[config.mk]
export PLATFORM = sky130hd
export DESIGN_NAME = fe_bank_flat
export DESIGN_NICKNAME = d
export VERILOG_FILES = /design/src/rtl/fe_bank_if.sv /design/src/rtl/fe_bank.sv /design/src/flat_wrapper.sv
export SDC_FILE = /design/constraint.sdc
export NUM_CORES = 1
export LEC_CHECK = 0
export ABC_CLOCK_PERIOD_IN_PS = 1000
export CORE_UTILIZATION = 24
export DETAILED_ROUTE_END_ITERATION = 6
export PLACE_DENSITY = 0.75
export RECOVER_POWER = 50
export SLEW_MARGIN = 25
export SYNTH_ARGS = -nofsm -noshare
export SYNTH_HDL_FRONTEND = slang
export SYNTH_SLANG_ARGS = --single-unit
[constraint.sdc]
create_clock -name clk -period 1 [get_ports clk]
set_input_delay 0.2 -clock clk [delete_from_list [all_inputs] [get_ports clk]]
set_output_delay 0.2 -clock clk [all_outputs]
set_load 0.01 [all_outputs]
[src/rtl/fe_bank_if.sv]
// fe_bank_if: input/output valid-ready handshakes plus the truth-table load port of fe_bank.
interface fe_bank_if #(parameter int NCH = 8, parameter int IN_W = 4);
    localparam int TW = 2 ** IN_W;
    localparam int CW = NCH > 1 ? $clog2(NCH) : 1;
    logic                in_valid, in_ready, out_valid, out_ready;
    logic [NCH*IN_W-1:0] in_data;
    logic [NCH-1:0]      out_data;
    logic                ld_valid, ld_all, ld_err;
    logic [CW-1:0]       ld_ch;
    logic [TW-1:0]       ld_tbl;
    modport master (output in_valid, in_data, out_ready, ld_valid, ld_all, ld_ch, ld_tbl,
                    input in_ready, out_valid, out_data, ld_err);
    modport slave  (input in_valid, in_data, out_ready, ld_valid, ld_all, ld_ch, ld_tbl,
                    output in_ready, out_valid, out_data, ld_err);
endinterface

[src/rtl/fe_bank.sv]
// fe_bank: NCH truth-table boolean functions behind one registered valid/ready stage.
// Define FE_BANK_LOAD_EN for runtime-loadable tables; otherwise tables are fixed at TBL_INIT.
module fe_bank #(
    parameter int NCH = 8,
    parameter int IN_W = 4,
    parameter logic [2**IN_W-1:0] TBL_INIT = 16'h53CA
) (
    input logic     clk,
    input logic     rst_n,
    fe_bank_if.slave bus
);
    localparam int TW = 2 ** IN_W;
    localparam int CW = NCH > 1 ? $clog2(NCH) : 1;
    logic [NCH-1:0][TW-1:0] tbl;
    logic [NCH-1:0]         res, out_data;
    logic                   out_valid, ld_err;
`ifdef FE_BANK_LOAD_EN
    localparam logic [CW:0] NCH_L = (CW+1)'(NCH);
    logic bad;
    assign bad = !bus.ld_all && {1'b0, bus.ld_ch} >= NCH_L;
    // Rejected loads touch nothing; the per-channel match keeps out-of-range indices harmless.
    always_ff @(posedge clk or negedge rst_n)
        if (!rst_n) begin
            tbl    <= {NCH{TBL_INIT}};
            ld_err <= 1'b0;
        end else begin
            ld_err <= bus.ld_valid && bad;
            for (int c = 0; c < NCH; c++)
                if (bus.ld_valid && !bad && (bus.ld_all || bus.ld_ch == CW'(c)))
                    tbl[c] <= bus.ld_tbl;
        end
`else
    logic unused_ld;
    assign unused_ld = ^{bus.ld_valid, bus.ld_all, bus.ld_ch, bus.ld_tbl};
    assign tbl       = {NCH{TBL_INIT}};
    assign ld_err    = 1'b0;
`endif
    always_comb begin
        res = '0;
        for (int c = 0; c < NCH; c++)
            res[c] = tbl[c][bus.in_data[c*IN_W +: IN_W]];
    end
    assign bus.in_ready = !out_valid || bus.out_ready;
    always_ff @(posedge clk or negedge rst_n)
        if (!rst_n) begin
            out_valid <= 1'b0;
            out_data  <= '0;
        end else if (bus.in_valid && bus.in_ready) begin
            out_valid <= 1'b1;
            out_data  <= res;
        end else if (bus.out_ready) begin
            out_valid <= 1'b0;
        end
    assign bus.out_valid = out_valid;
    assign bus.out_data  = out_data;
    assign bus.ld_err    = ld_err;
endmodule

[src/flat_wrapper.sv]
// flat-port wrapper written by rule: the top's interface ports become plain ports
module fe_bank_flat 
#(
    parameter int NCH = 8,
    parameter int IN_W = 4,
    parameter logic [2**IN_W-1:0] TBL_INIT = 16'h53CA
)
  (clk, rst_n, bus_in_valid, bus_in_data, bus_out_ready, bus_ld_valid, bus_ld_all, bus_ld_ch, bus_ld_tbl, bus_in_ready, bus_out_valid, bus_out_data, bus_ld_err);
  fe_bank_if #(.NCH(NCH), .IN_W(IN_W)) bus_i ();
  input logic clk;
  input logic rst_n;
  input wire logic [$bits(bus_i.in_valid)-1:0] bus_in_valid;
  input wire logic [$bits(bus_i.in_data)-1:0] bus_in_data;
  input wire logic [$bits(bus_i.out_ready)-1:0] bus_out_ready;
  input wire logic [$bits(bus_i.ld_valid)-1:0] bus_ld_valid;
  input wire logic [$bits(bus_i.ld_all)-1:0] bus_ld_all;
  input wire logic [$bits(bus_i.ld_ch)-1:0] bus_ld_ch;
  input wire logic [$bits(bus_i.ld_tbl)-1:0] bus_ld_tbl;
  output wire logic [$bits(bus_i.in_ready)-1:0] bus_in_ready;
  output wire logic [$bits(bus_i.out_valid)-1:0] bus_out_valid;
  output wire logic [$bits(bus_i.out_data)-1:0] bus_out_data;
  output wire logic [$bits(bus_i.ld_err)-1:0] bus_ld_err;
  assign bus_i.in_valid = bus_in_valid;
  assign bus_i.in_data = bus_in_data;
  assign bus_i.out_ready = bus_out_ready;
  assign bus_i.ld_valid = bus_ld_valid;
  assign bus_i.ld_all = bus_ld_all;
  assign bus_i.ld_ch = bus_ld_ch;
  assign bus_i.ld_tbl = bus_ld_tbl;
  assign bus_in_ready = bus_i.in_ready;
  assign bus_out_valid = bus_i.out_valid;
  assign bus_out_data = bus_i.out_data;
  assign bus_ld_err = bus_i.ld_err;
  fe_bank #(.NCH(NCH), .IN_W(IN_W), .TBL_INIT(TBL_INIT)) u_core (.clk(clk), .rst_n(rst_n), .bus(bus_i));
endmodule
* Yosys cells after proc, flatten, opt, wreduce, memory -nomap -nowiden
Memory sizes are Yosys's and may differ from the RTL's. A register that Yosys moved wholly into a read port is not among the register bits.
Index checks and enable logic that the tools add are counted.
** Word-level totals
- Register bits :: 1
- Bits in read-only memories :: 128
- Bits of input ports :: 57
- Output and inout bits :: 11
- Logic and storage cells :: 23
- Memories :: 8
** Memory list
- (name not given) :: words 16, width 1, read ports 1, clocked after Yosys merged registers in 1, wr ports 0, RTL line fe_bank.sv:41 : res[c] = tbl[c][bus.in_data[c*IN_W +: IN_W]];
- (name not given) :: words 16, width 1, read ports 1, clocked after Yosys merged registers in 1, wr ports 0, RTL line fe_bank.sv:41
- (name not given) :: words 16, width 1, read ports 1, clocked after Yosys merged registers in 1, wr ports 0, RTL line fe_bank.sv:41
- (name not given) :: words 16, width 1, read ports 1, clocked after Yosys merged registers in 1, wr ports 0, RTL line fe_bank.sv:41
- (name not given) :: words 16, width 1, read ports 1, clocked after Yosys merged registers in 1, wr ports 0, RTL line fe_bank.sv:41
- (name not given) :: words 16, width 1, read ports 1, clocked after Yosys merged registers in 1, wr ports 0, RTL line fe_bank.sv:41
- +2 memories
** Cells by class
- Muxes and demuxes :: 2
- Reductions and logical operators :: 12
** Operators by type and width (number)
- $logic_not A1 Y1 :: 9
- $mux W1 :: 2
- $reduce_bool A2 Y1 :: 1
- $logic_and A1 B1 Y1 :: 1
- $logic_or A1 B1 Y1 :: 1

* Longest topological paths before layout
Gate-level depths: netlist (run 1).
- Depth in word-level cells :: 4
- Mapped depth :: 3

* Worst setup path after synthesis (run 1)
OpenSTA, ideal clock, no wires.
- Path type :: flip-flop to flip-flop
- Start :: register u_core.out_valid, in the netlist u_core.bus.out_valid
- End :: register u_core.out_data[0], in the netlist u_core.bus.out_data[0]
- Library setup time :: 0.125 ns
- Arrival :: 0.993 ns
- Required time :: 0.875 ns
- Slack :: -0.117 ns
- Cell stages (with the launch flop) :: 4
- Buffers on the path :: 0
- Clock period less this slack :: 1.117 ns
- Cell sequence :: dfrtp_1 -> nand2b_2 -> nand2_2 -> mux2_2
** On the way
- Word-level cells in the longest chain between the ends :: 3
** RTL lines
- start: declaration :: RTL line fe_bank.sv:16 : logic out_valid, ld_err;
- start signal: assignment :: RTL line fe_bank.sv:46 : out_valid <= 1'b0;
- start signal: assignment :: RTL line fe_bank.sv:49 : out_valid <= 1'b1;
- start signal: assignment :: RTL line fe_bank.sv:52 : out_valid <= 1'b0;
- $logic_not A1 Y1 :: RTL line fe_bank.sv:43 : assign bus.in_ready = !out_valid || bus.out_ready;
- $logic_or A1 B1 Y1 :: RTL line fe_bank.sv:43
- named net bus_in_ready :: RTL line flat_wrapper.sv:19 : output wire logic [$bits(bus_i.in_ready)-1:0] bus_in_ready;
- $logic_and A1 B1 Y1 :: RTL line fe_bank.sv:48 : end else if (bus.in_valid && bus.in_ready) begin
- end: declaration :: RTL line fe_bank.sv:15 : logic [NCH-1:0] res, out_data;
The timed path passes the listed nets, and every way through them passes these cells.
A chain may end at the register's enable or synchronous reset.

* Final worst setup path (run 1)
- Start :: register u_core.out_valid, in the netlist u_core.bus.out_valid
- End :: register u_core.out_data[3], in the netlist u_core.bus.out_data[3]
** On the way
- Word-level cells in the longest chain between the ends :: 3
** RTL lines (RTL line)
- $logic_not A1 Y1 :: fe_bank.sv:43
- $logic_or A1 B1 Y1 :: fe_bank.sv:43
- $logic_and A1 B1 Y1 :: fe_bank.sv:48
No other way between the ends.

==> results of run 1 <==
==> metrics by stage <==
stage	setup slack (ns)	total power [µW]	std cells	util	hold slack, ns
floorplan	-0.0576	701	46	-	-0.0956
global placement	-0.494	1050	123	0.511	0.499
detailed placement	-0.526	1070	123	0.511	0.498
CTS	-0.104	1290	128	0.500	0.221
global route	-0.146	1410	133	0.518	0.471
finish	-0.112	1320	133	0.518	0.416
==> sequential cells by signal, summed over array words and instances (netlist names) <==
register and flops:
u_core.bus.out_valid 1, u_core.bus.out_data 8
==> kinds of logic after synthesis <==
kind of cell           after synthesis  share of synthesized area
buffers and inverters                1                     0.0126
and+or+nand+nor                      3                     0.0356
muxes                               32                      0.569
other                                1                    0.00627
DFF                                  9                      0.377
==> cell usage in the layout (no fill, tap or decap) <==
cell type,instances
sky130_fd_sc_hd__buf_6,2
sky130_fd_sc_hd__nand2b_1,1
sky130_fd_sc_hd__dfrtp_1,9
sky130_fd_sc_hd__clkbuf_4,3
sky130_fd_sc_hd__clkdlybuf4s50_1,25
sky130_fd_sc_hd__dlygate4sd3_1,1
sky130_fd_sc_hd__mux2_1,8
sky130_fd_sc_hd__buf_2,9
sky130_fd_sc_hd__mux2i_1,16
sky130_fd_sc_hd__dlygate4sd2_1,9
sky130_fd_sc_hd__mux2_4,8
sky130_fd_sc_hd__clkbuf_1,2
sky130_fd_sc_hd__conb_1,1
sky130_fd_sc_hd__nand2_8,1
sky130_fd_sc_hd__nand2b_4,1
sky130_fd_sc_hd__buf_4,9
==> worst min path at each step <==
| stage | end | slack [ns] | depth (start not counted) |
|---|---|---|---|
| after CTS | u_core.bus.out_data[0] | 0.22 | 2 |
| after global placement | u_core.bus.out_valid | 0.50 | 2 |
| after global routing | u_core.bus.out_data[0] | 0.47 | 2 |
| after detailed placement | u_core.bus.out_data[1] | 0.50 | 2 |
| after floorplan | u_core.bus.out_data[0] | -0.1 | 0 |
| final | u_core.bus.out_data[6] | 0.42 | 2 |
==> layer usage <==
layer / global-route usage / vias to the layer above
met5: 0 / -
met4: 0.0676 / 0
met3: 0.0439 / 0
met2: 0.280 / 25
met1: 0.103 / 275
li1: - / 290
==> timing repair <==
| item | CTS | global route |
|---|---|---|
| cloned | 0 | 0 |
| setup buffers | 1 | 5 |
| gates resized for setup | 50 | 1 |
| setup endpoints to repair | 18 | 17 |
| hold endpoints to repair | 0 | 0 |
==> cell type report <==
cell class	count	area (µm²)	share of cell area
Timing Repair Buffer	56	478	0.406
Multi-Input combinational cell	36	414	0.351
Sequential cell	9	225	0.191
Tap cell	28	35.0	0.0297
Clock buffer	4	26.3	0.0223
==> report_power, final <==
group / leakage (µW) / switching [µW] / internal, µW
Clock: 0.0000150 / 122 / 153
Sequential: 0.000104 / 37.3 / 431
Combinational: 0.000456 / 188 / 391
==> worst max-delay path: stages, from the launching register on <==
cell                       delay (ns)
sky130_fd_sc_hd__dfrtp_1         0.41
sky130_fd_sc_hd__nand2b_4        0.08
sky130_fd_sc_hd__buf_6           0.11
sky130_fd_sc_hd__nand2_8         0.08
sky130_fd_sc_hd__mux2_4          0.31
==> impl_results.html, run 1 <==
<table>
<tr><th>Metric</th><th>Value</th></tr>
<tr><th colspan="2">Layout</th></tr>
<tr><td>Number of antenna diodes</td><td>0</td></tr>
<tr><td>Synth-to-Final Area Change</td><td>97.1%</td></tr>
<tr><td>Share of cells above drive strength 1</td><td>0.314</td></tr>
<tr><td># fillers</td><td>213</td></tr>
<tr><td>NumNets Final</td><td>163</td></tr>
<tr><td>Total non-filler cell area in the finished layout</td><td>1180 µm²</td></tr>
<tr><th colspan="2">Critical path</th></tr>
<tr><td>Worst-case reg-to-reg path depth</td><td>4</td></tr>
<tr><td>Maximum fanout encountered on the critical timing path</td><td>8</td></tr>
<tr><td>Start-to-end type of the worst setup path</td><td>flip-flop to flip-flop</td></tr>
<tr><td>Critical register-to-register path endpoint</td><td>u_core.bus.out_data[3]</td></tr>
<tr><td>Crit. Startpoint</td><td>u_core.bus.out_valid</td></tr>
<tr><td>Setup crit start kind</td><td>flip-flop</td></tr>
<tr><td>Crit end category</td><td>flip-flop</td></tr>
<tr><td>Crit path DAT</td><td>1.25 ns</td></tr>
<tr><td>Worst setup path end</td><td>u_core.bus.out_data[3]</td></tr>
<tr><td>Setup slack of the worst register-to-register path</td><td>-0.11 ns</td></tr>
<tr><td>R2R Path Start</td><td>u_core.bus.out_valid</td></tr>
<tr><td>Data required, critical path</td><td>1.14 ns</td></tr>
<tr><th colspan="2">Logic synthesis</th></tr>
<tr><td>Count leader, synth</td><td>sky130_fd_sc_hd__mux2i_1</td></tr>
<tr><td>Average cell area after synthesis</td><td>13.0 µm²</td></tr>
<tr><td>Synth top area share</td><td>0.377</td></tr>
<tr><td>Leading area contributor after synthesis</td><td>sky130_fd_sc_hd__dfrtp_1</td></tr>
<tr><td>YS warnings</td><td>0</td></tr>
<tr><td>Main flop type after synthesis</td><td>sky130_fd_sc_hd__dfrtp_1</td></tr>
<tr><td>EDFF count, synth</td><td>0</td></tr>
<tr><td>Top cells by count, synth</td><td>sky130_fd_sc_hd__mux2i_1, sky130_fd_sc_hd__dfrtp_1, sky130_fd_sc_hd__mux2_1, sky130_fd_sc_hd__mux2_2</td></tr>
<tr><td>Instance count of the mapped netlist</td><td>46</td></tr>
<tr><td>Netlist area before placement</td><td>598 µm²</td></tr>
<tr><td>Async set or reset register ratio after synthesis</td><td>1.00</td></tr>
<tr><td>Syn nets</td><td>103</td></tr>
<tr><td>Cells taking the most area after synthesis</td><td>sky130_fd_sc_hd__dfrtp_1, sky130_fd_sc_hd__mux2i_1, sky130_fd_sc_hd__mux2_1</td></tr>
<tr><td>Part of the Yosys area used for sequential elements</td><td>0.377</td></tr>
<tr><td>Number of register bits inferred by synthesis</td><td>9</td></tr>
<tr><td>Synth unique cells</td><td>9</td></tr>
<tr><th colspan="2">CTS</th></tr>
<tr><td>Number of buffers on the longest clock path</td><td>2</td></tr>
<tr><td>TritonCTS Buffers</td><td>3</td></tr>
<tr><td>Clock net sink count</td><td>9</td></tr>
<tr><td>Library cell used as clock root buffer</td><td>sky130_fd_sc_hd__clkbuf_4</td></tr>
<tr><td>CTS tree</td><td>done</td></tr>
<tr><td>Number of hold buffers added after cts</td><td>0</td></tr>
<tr><td>CTS HTree Levels</td><td>1</td></tr>
<tr><td>Worst-Skew Late Latency</td><td>0.26 ns</td></tr>
<tr><td>Clock transition at the registers of the reported paths</td><td>0.06 ns</td></tr>
<tr><th colspan="2">Run status</th></tr>
<tr><td>Violated checks</td><td>setup timing</td></tr>
<tr><td>Run status</td><td>complete, but fails checks</td></tr>
<tr><th colspan="2">Global route</th></tr>
<tr><td>Global-route usage over all layers</td><td>0.134</td></tr>
<tr><td>Overflow after GRT</td><td>0</td></tr>
<tr><td>Via count of the first global-routing pass</td><td>666</td></tr>
<tr><td>Wire length of the first global-routing pass</td><td>2530 µm</td></tr>
<tr><td>Pin count of the biggest net entering global routing</td><td>10</td></tr>
<tr><td>Number of antenna violations at the first check in global routing</td><td>0</td></tr>
<tr><th colspan="2">Route</th></tr>
<tr><td>Met1 Wirelength</td><td>538 µm</td></tr>
<tr><td>Final wirelength</td><td>1620 µm</td></tr>
<tr><td>Detailed-router iteration count before antenna repair</td><td>1</td></tr>
<tr><td>Post-detailed-route DRC marker count</td><td>0</td></tr>
<tr><td>Routed WL per cell</td><td>12.2 µm</td></tr>
<tr><td>Number of DRC markers in iteration 0</td><td>0</td></tr>
<tr><td>Met2 Wirelength</td><td>939 µm</td></tr>
<tr><td>Length of routed met3 wiring</td><td>137 µm</td></tr>
<tr><td>Vias per cell</td><td>4.44</td></tr>
<tr><td>Highest metal layer with signal wires</td><td>met3</td></tr>
<tr><td>Final ANT Viol Nets</td><td>0</td></tr>
<tr><td>Vias</td><td>590</td></tr>
<tr><th colspan="2">Timing</th></tr>
<tr><td>Pin slew with the least headroom to its limit</td><td>0.508 ns</td></tr>
<tr><td>Final cycle utilization of the critical path</td><td>1.11</td></tr>
<tr><td>Post-route minimum period</td><td>1.11 ns</td></tr>
<tr><td>Unrepaired setup endpoints after global routing</td><td>true</td></tr>
<tr><td>Slew HR</td><td>0.661</td></tr>
<tr><td>Final hold vios</td><td>0</td></tr>
<tr><td>Setup WS post-layout</td><td>-0.112 ns</td></tr>
<tr><td>Max-slew violation count</td><td>0</td></tr>
<tr><td>Final setup violation count</td><td>10</td></tr>
<tr><td>Highest clock frequency the design can meet</td><td>0.899 GHz</td></tr>
<tr><td>Clock Skew</td><td>0.00603 ns</td></tr>
<tr><td>Final setup TNS</td><td>-0.935 ns</td></tr>
<tr><th colspan="2">Worst hold path</th></tr>
<tr><td>Class of the tightest hold or removal check</td><td>input port to async pin</td></tr>
<tr><th colspan="2">Run</th></tr>
<tr><td>Max Cap Viol</td><td>0</td></tr>
<tr><th colspan="2">Power</th></tr>
<tr><td>Peak supply drop</td><td>555 µV</td></tr>
<tr><td>Pwr per Cell Area</td><td>1120 nW/µm²</td></tr>
<tr><td>Pleak</td><td>0.000575 µW</td></tr>
<tr><th colspan="2">Place</th></tr>
<tr><td>HPWL reported at the end of detailed placement</td><td>1340 µm</td></tr>
<tr><td>GP Congestion</td><td>0.596</td></tr>
<tr><td># port buffers</td><td>45</td></tr>
<tr><td>Area after detailed placement</td><td>1160 µm²</td></tr>
<tr><th colspan="2">Die</th></tr>
<tr><td>Std-Cell Rows</td><td>17</td></tr>
<tr><td>Initial cell density of the core</td><td>0.263</td></tr>
<tr><td>Boundary Pins</td><td>68</td></tr>
<tr><td>Area of the core</td><td>2280 µm²</td></tr>
<tr><td>DIE AREA</td><td>2700 µm²</td></tr>
<tr><td>Height of the chip</td><td>51.9 µm</td></tr>
<tr><td>Width of the die</td><td>51.9 µm</td></tr>
</table>
(Power assumes the default switching activity.)
==> inputs of run 2 (changes only) <==
ABC_CLOCK_PERIOD_IN_PS = 1150   (was 1000)
CORE_UTILIZATION = 27   (was 24)
MAX_ROUTING_LAYER = met4   (was default)
PLACE_DENSITY = 0.8   (was 0.75)
clock period = 1.15 ns   (was 1 ns; I/O delays follow)
==> run 2 against run 1 <==
- non-clock buffer count decreased by 11
- largest power group is now sequential cells
- critical path depth down 3
- count of clock-buffer cells in the layout did not move
- total power fell by 22%
- combinational power decreased by 33%
- sequential share of layout area is 1.4 points higher
- the run now ends clean
==> impl_results.html, run 2 (synthesized netlist as in run 1, its figures left out) <==
<table>
<tr><th>Metric</th><th>Value</th></tr>
<tr><th colspan="2">Route</th></tr>
<tr><td>Post-detailed-route DRC marker count</td><td>0</td></tr>
<tr><td>Vias</td><td>545</td></tr>
<tr><td>Detailed-router iteration count before antenna repair</td><td>2</td></tr>
<tr><td>Final ANT Viol Nets</td><td>0</td></tr>
<tr><td>Vias per cell</td><td>4.50</td></tr>
<tr><td>Final wirelength</td><td>1420 µm</td></tr>
<tr><td>Number of DRC markers in iteration 0</td><td>3</td></tr>
<tr><td>Routed WL per cell</td><td>11.7 µm</td></tr>
<tr><th colspan="2">Timing</th></tr>
<tr><td>Unrepaired setup endpoints after global routing</td><td>false</td></tr>
<tr><td>Highest clock frequency the design can meet</td><td>0.901 GHz</td></tr>
<tr><td>Final setup violation count</td><td>0</td></tr>
<tr><td>Max-slew violation count</td><td>0</td></tr>
<tr><td>Final hold vios</td><td>0</td></tr>
<tr><td>Final setup TNS</td><td>0 ns</td></tr>
<tr><td>Clock Skew</td><td>0.00611 ns</td></tr>
<tr><td>Post-route minimum period</td><td>1.11 ns</td></tr>
<tr><td>Final cycle utilization of the critical path</td><td>0.965</td></tr>
<tr><th colspan="2">CTS</th></tr>
<tr><td>CTS HTree Levels</td><td>1</td></tr>
<tr><td>TritonCTS Buffers</td><td>3</td></tr>
<tr><td>Number of hold buffers added after cts</td><td>0</td></tr>
<tr><td>Worst-Skew Late Latency</td><td>0.26 ns</td></tr>
<tr><td>Clock net sink count</td><td>9</td></tr>
<tr><td>Library cell used as clock root buffer</td><td>sky130_fd_sc_hd__clkbuf_4</td></tr>
<tr><td>CTS tree</td><td>done</td></tr>
<tr><td>Number of buffers on the longest clock path</td><td>2</td></tr>
<tr><td>Clock transition at the registers of the reported paths</td><td>0.06 ns</td></tr>
<tr><td>Number of buffers inserted to repair setup after CTS</td><td>0</td></tr>
<tr><th colspan="2">Run</th></tr>
<tr><td>Max Cap Viol</td><td>0</td></tr>
<tr><th colspan="2">Critical path</th></tr>
<tr><td>Data required, critical path</td><td>0.92 ns</td></tr>
<tr><td>Maximum fanout encountered on the critical timing path</td><td>2</td></tr>
<tr><td>Start-to-end type of the worst setup path</td><td>flip-flop to output pin</td></tr>
<tr><td>Chain of cells forming the critical path</td><td>clkdlybuf4s15_1</td></tr>
<tr><td>Crit end category</td><td>output pin</td></tr>
<tr><td>Count of buffering cells on the critical path with inverters included</td><td>1</td></tr>
<tr><td>Crit path DAT</td><td>0.88 ns</td></tr>
<tr><td>Setup crit start kind</td><td>flip-flop</td></tr>
<tr><td>Crit path max-delay cell type</td><td>sky130_fd_sc_hd__dfrtp_1</td></tr>
<tr><td>Longest individual stage delay on the worst path</td><td>0.38 ns</td></tr>
<tr><td>Cell family with most CP delay</td><td>flip-flops</td></tr>
<tr><th colspan="2">Worst hold path</th></tr>
<tr><td>Class of the tightest hold or removal check</td><td>input port to async pin</td></tr>
<tr><th colspan="2">Global route</th></tr>
<tr><td>Pin count of the biggest net entering global routing</td><td>10</td></tr>
<tr><td>Via count of the first global-routing pass</td><td>610</td></tr>
<tr><td>Number of antenna violations at the first check in global routing</td><td>0</td></tr>
<tr><td>Wire length of the first global-routing pass</td><td>2500 µm</td></tr>
<tr><td>Overflow after GRT</td><td>0</td></tr>
<tr><td>Global-route usage over all layers</td><td>0.140</td></tr>
<tr><th colspan="2">Layout</th></tr>
<tr><td>Most common cell after layout, fill and taps aside</td><td>sky130_fd_sc_hd__clkdlybuf4s50_1</td></tr>
<tr><td>Most frequent cells in the layout</td><td>sky130_fd_sc_hd__clkdlybuf4s50_1, sky130_fd_sc_hd__mux2i_1, sky130_fd_sc_hd__dfrtp_1, sky130_fd_sc_hd__mux2_1, sky130_fd_sc_hd__mux2_2</td></tr>
<tr><td>Final core utilization</td><td>0.542</td></tr>
<tr><td>Cell Count, Final, Fillers Out</td><td>121</td></tr>
<tr><td>Largest registers ranked by flip-flop count</td><td>u_core.bus.out_data x8, u_core.bus.out_valid x1</td></tr>
<tr><td>Share of cells above drive strength 1</td><td>0.149</td></tr>
<tr><td>NumNets Final</td><td>152</td></tr>
<tr><td>Number of antenna diodes</td><td>0</td></tr>
<tr><td>Synth-to-Final Area Change</td><td>83.3%</td></tr>
<tr><td>Flip-flop count of the largest register, all copies and words added</td><td>8</td></tr>
<tr><td>Largest reg by FF count</td><td>u_core.bus.out_data</td></tr>
<tr><th colspan="2">Power</th></tr>
<tr><td>Peak supply drop</td><td>579 µV</td></tr>
<tr><td>Pleak</td><td>0.000505 µW</td></tr>
<tr><td>Pwr per Cell Area</td><td>940 nW/µm²</td></tr>
<tr><th colspan="2">Die</th></tr>
<tr><td>Std-Cell Rows</td><td>16</td></tr>
<tr><td>Area of the core</td><td>2020 µm²</td></tr>
<tr><td>Height of the chip</td><td>49.1 µm</td></tr>
<tr><td>Boundary Pins</td><td>68</td></tr>
<tr><td>Initial cell density of the core</td><td>0.296</td></tr>
<tr><td>Width of the die</td><td>49.1 µm</td></tr>
<tr><td>DIE AREA</td><td>2410 µm²</td></tr>
<tr><th colspan="2">Place</th></tr>
<tr><td>Post-Place Cells</td><td>117</td></tr>
<tr><td>GP Congestion</td><td>0.692</td></tr>
<tr><td># port buffers</td><td>45</td></tr>
<tr><td>HPWL reported at the end of detailed placement</td><td>1190 µm</td></tr>
<tr><th colspan="2">Run status</th></tr>
<tr><td>Run status</td><td>completed</td></tr>
</table>
==> run 2: changes by cell type in the layout (fill, tap and decap cells not counted), sizes merged <==
| cell | delta |
|---|---|
| buf | -19 |
| clkbuf | +1 |
| clkdlybuf4s15 | +7 |
| dlygate4sd2 | -2 |
| dlymetal6s2s | +2 |
==> run 2: power breakdown <==
part | switching (µW) | internal, µW | leakage, µW
Combinational | 137 | 251 | 0.000385
Sequential | 28.8 | 375 | 0.000104
Clock | 105 | 133 | 0.0000150
Total | 271 | 759 | 0.000505
==> run 2: area by class of cell <==
cell class / count / area (µm²)
Timing Repair Buffer: 45 / 435
Tap cell: 27 / 33.8
Sequential cell: 9 / 225
Multi-Input combinational cell: 36 / 375
Fill cell: 190 / 926
Clock buffer: 4 / 26.3
==> run 2: routing by layer <==
metal | vias to the layer above | share of wire | track usage
met3 | 0 | 0.093 | 0.0717
met5 | - | 0 | -
li1 | 264 | - | -
met1 | 255 | 0.37 | 0.124
met2 | 26 | 0.54 | 0.260
met4 | 0 | 0 | 0.0294
==> run 2: per-stage QoR <==
step                      total power [µW]  hold slack [ns]  setup WS [ns]  area, µm²
final                                 1030            0.336         0.0406       1100
after global routing                  1110            0.372        0.00271       1100
after CTS                             1050            0.279        0.00541       1100
after detailed placement               844            0.492         -0.430       1070
after global placement                 830            0.488         -0.420       1070
after floorplan                        562          -0.0656         0.0328        598
==> run 2: worst register-to-register path, stage by stage (launching register included) <==
cell	delay, ns
sky130_fd_sc_hd__dfrtp_1	0.39
sky130_fd_sc_hd__nand2b_4	0.09
sky130_fd_sc_hd__nand2_4	0.12
sky130_fd_sc_hd__mux2_2	0.35
==> run 2: worst paths after layout <==
path | slack (ns) | startpoint | cells past startpoint | endpoint
max | 0.04 | u_core.bus.out_data[3] | 1 | bus_out_data[3]
min | 0.34 | rst_n | 1 | u_core.bus.out_data[6]
max in group asynchronous | 0.52 | rst_n | 1 | u_core.bus.out_data[4]
min in group clk | 0.42 | bus_out_ready | 3 | u_core.bus.out_valid
max reg2reg | 0.09 | u_core.bus.out_valid | 3 | u_core.bus.out_data[7]
min reg2reg | 0.50 | u_core.bus.out_data[5] | 1 | u_core.bus.out_data[5]
==> run 2: timing repair <==
item,in CTS,in global routing
resized for setup,29,7
pin swaps,1,0
gates cloned,0,0
endpoints found under the setup margin,18,7
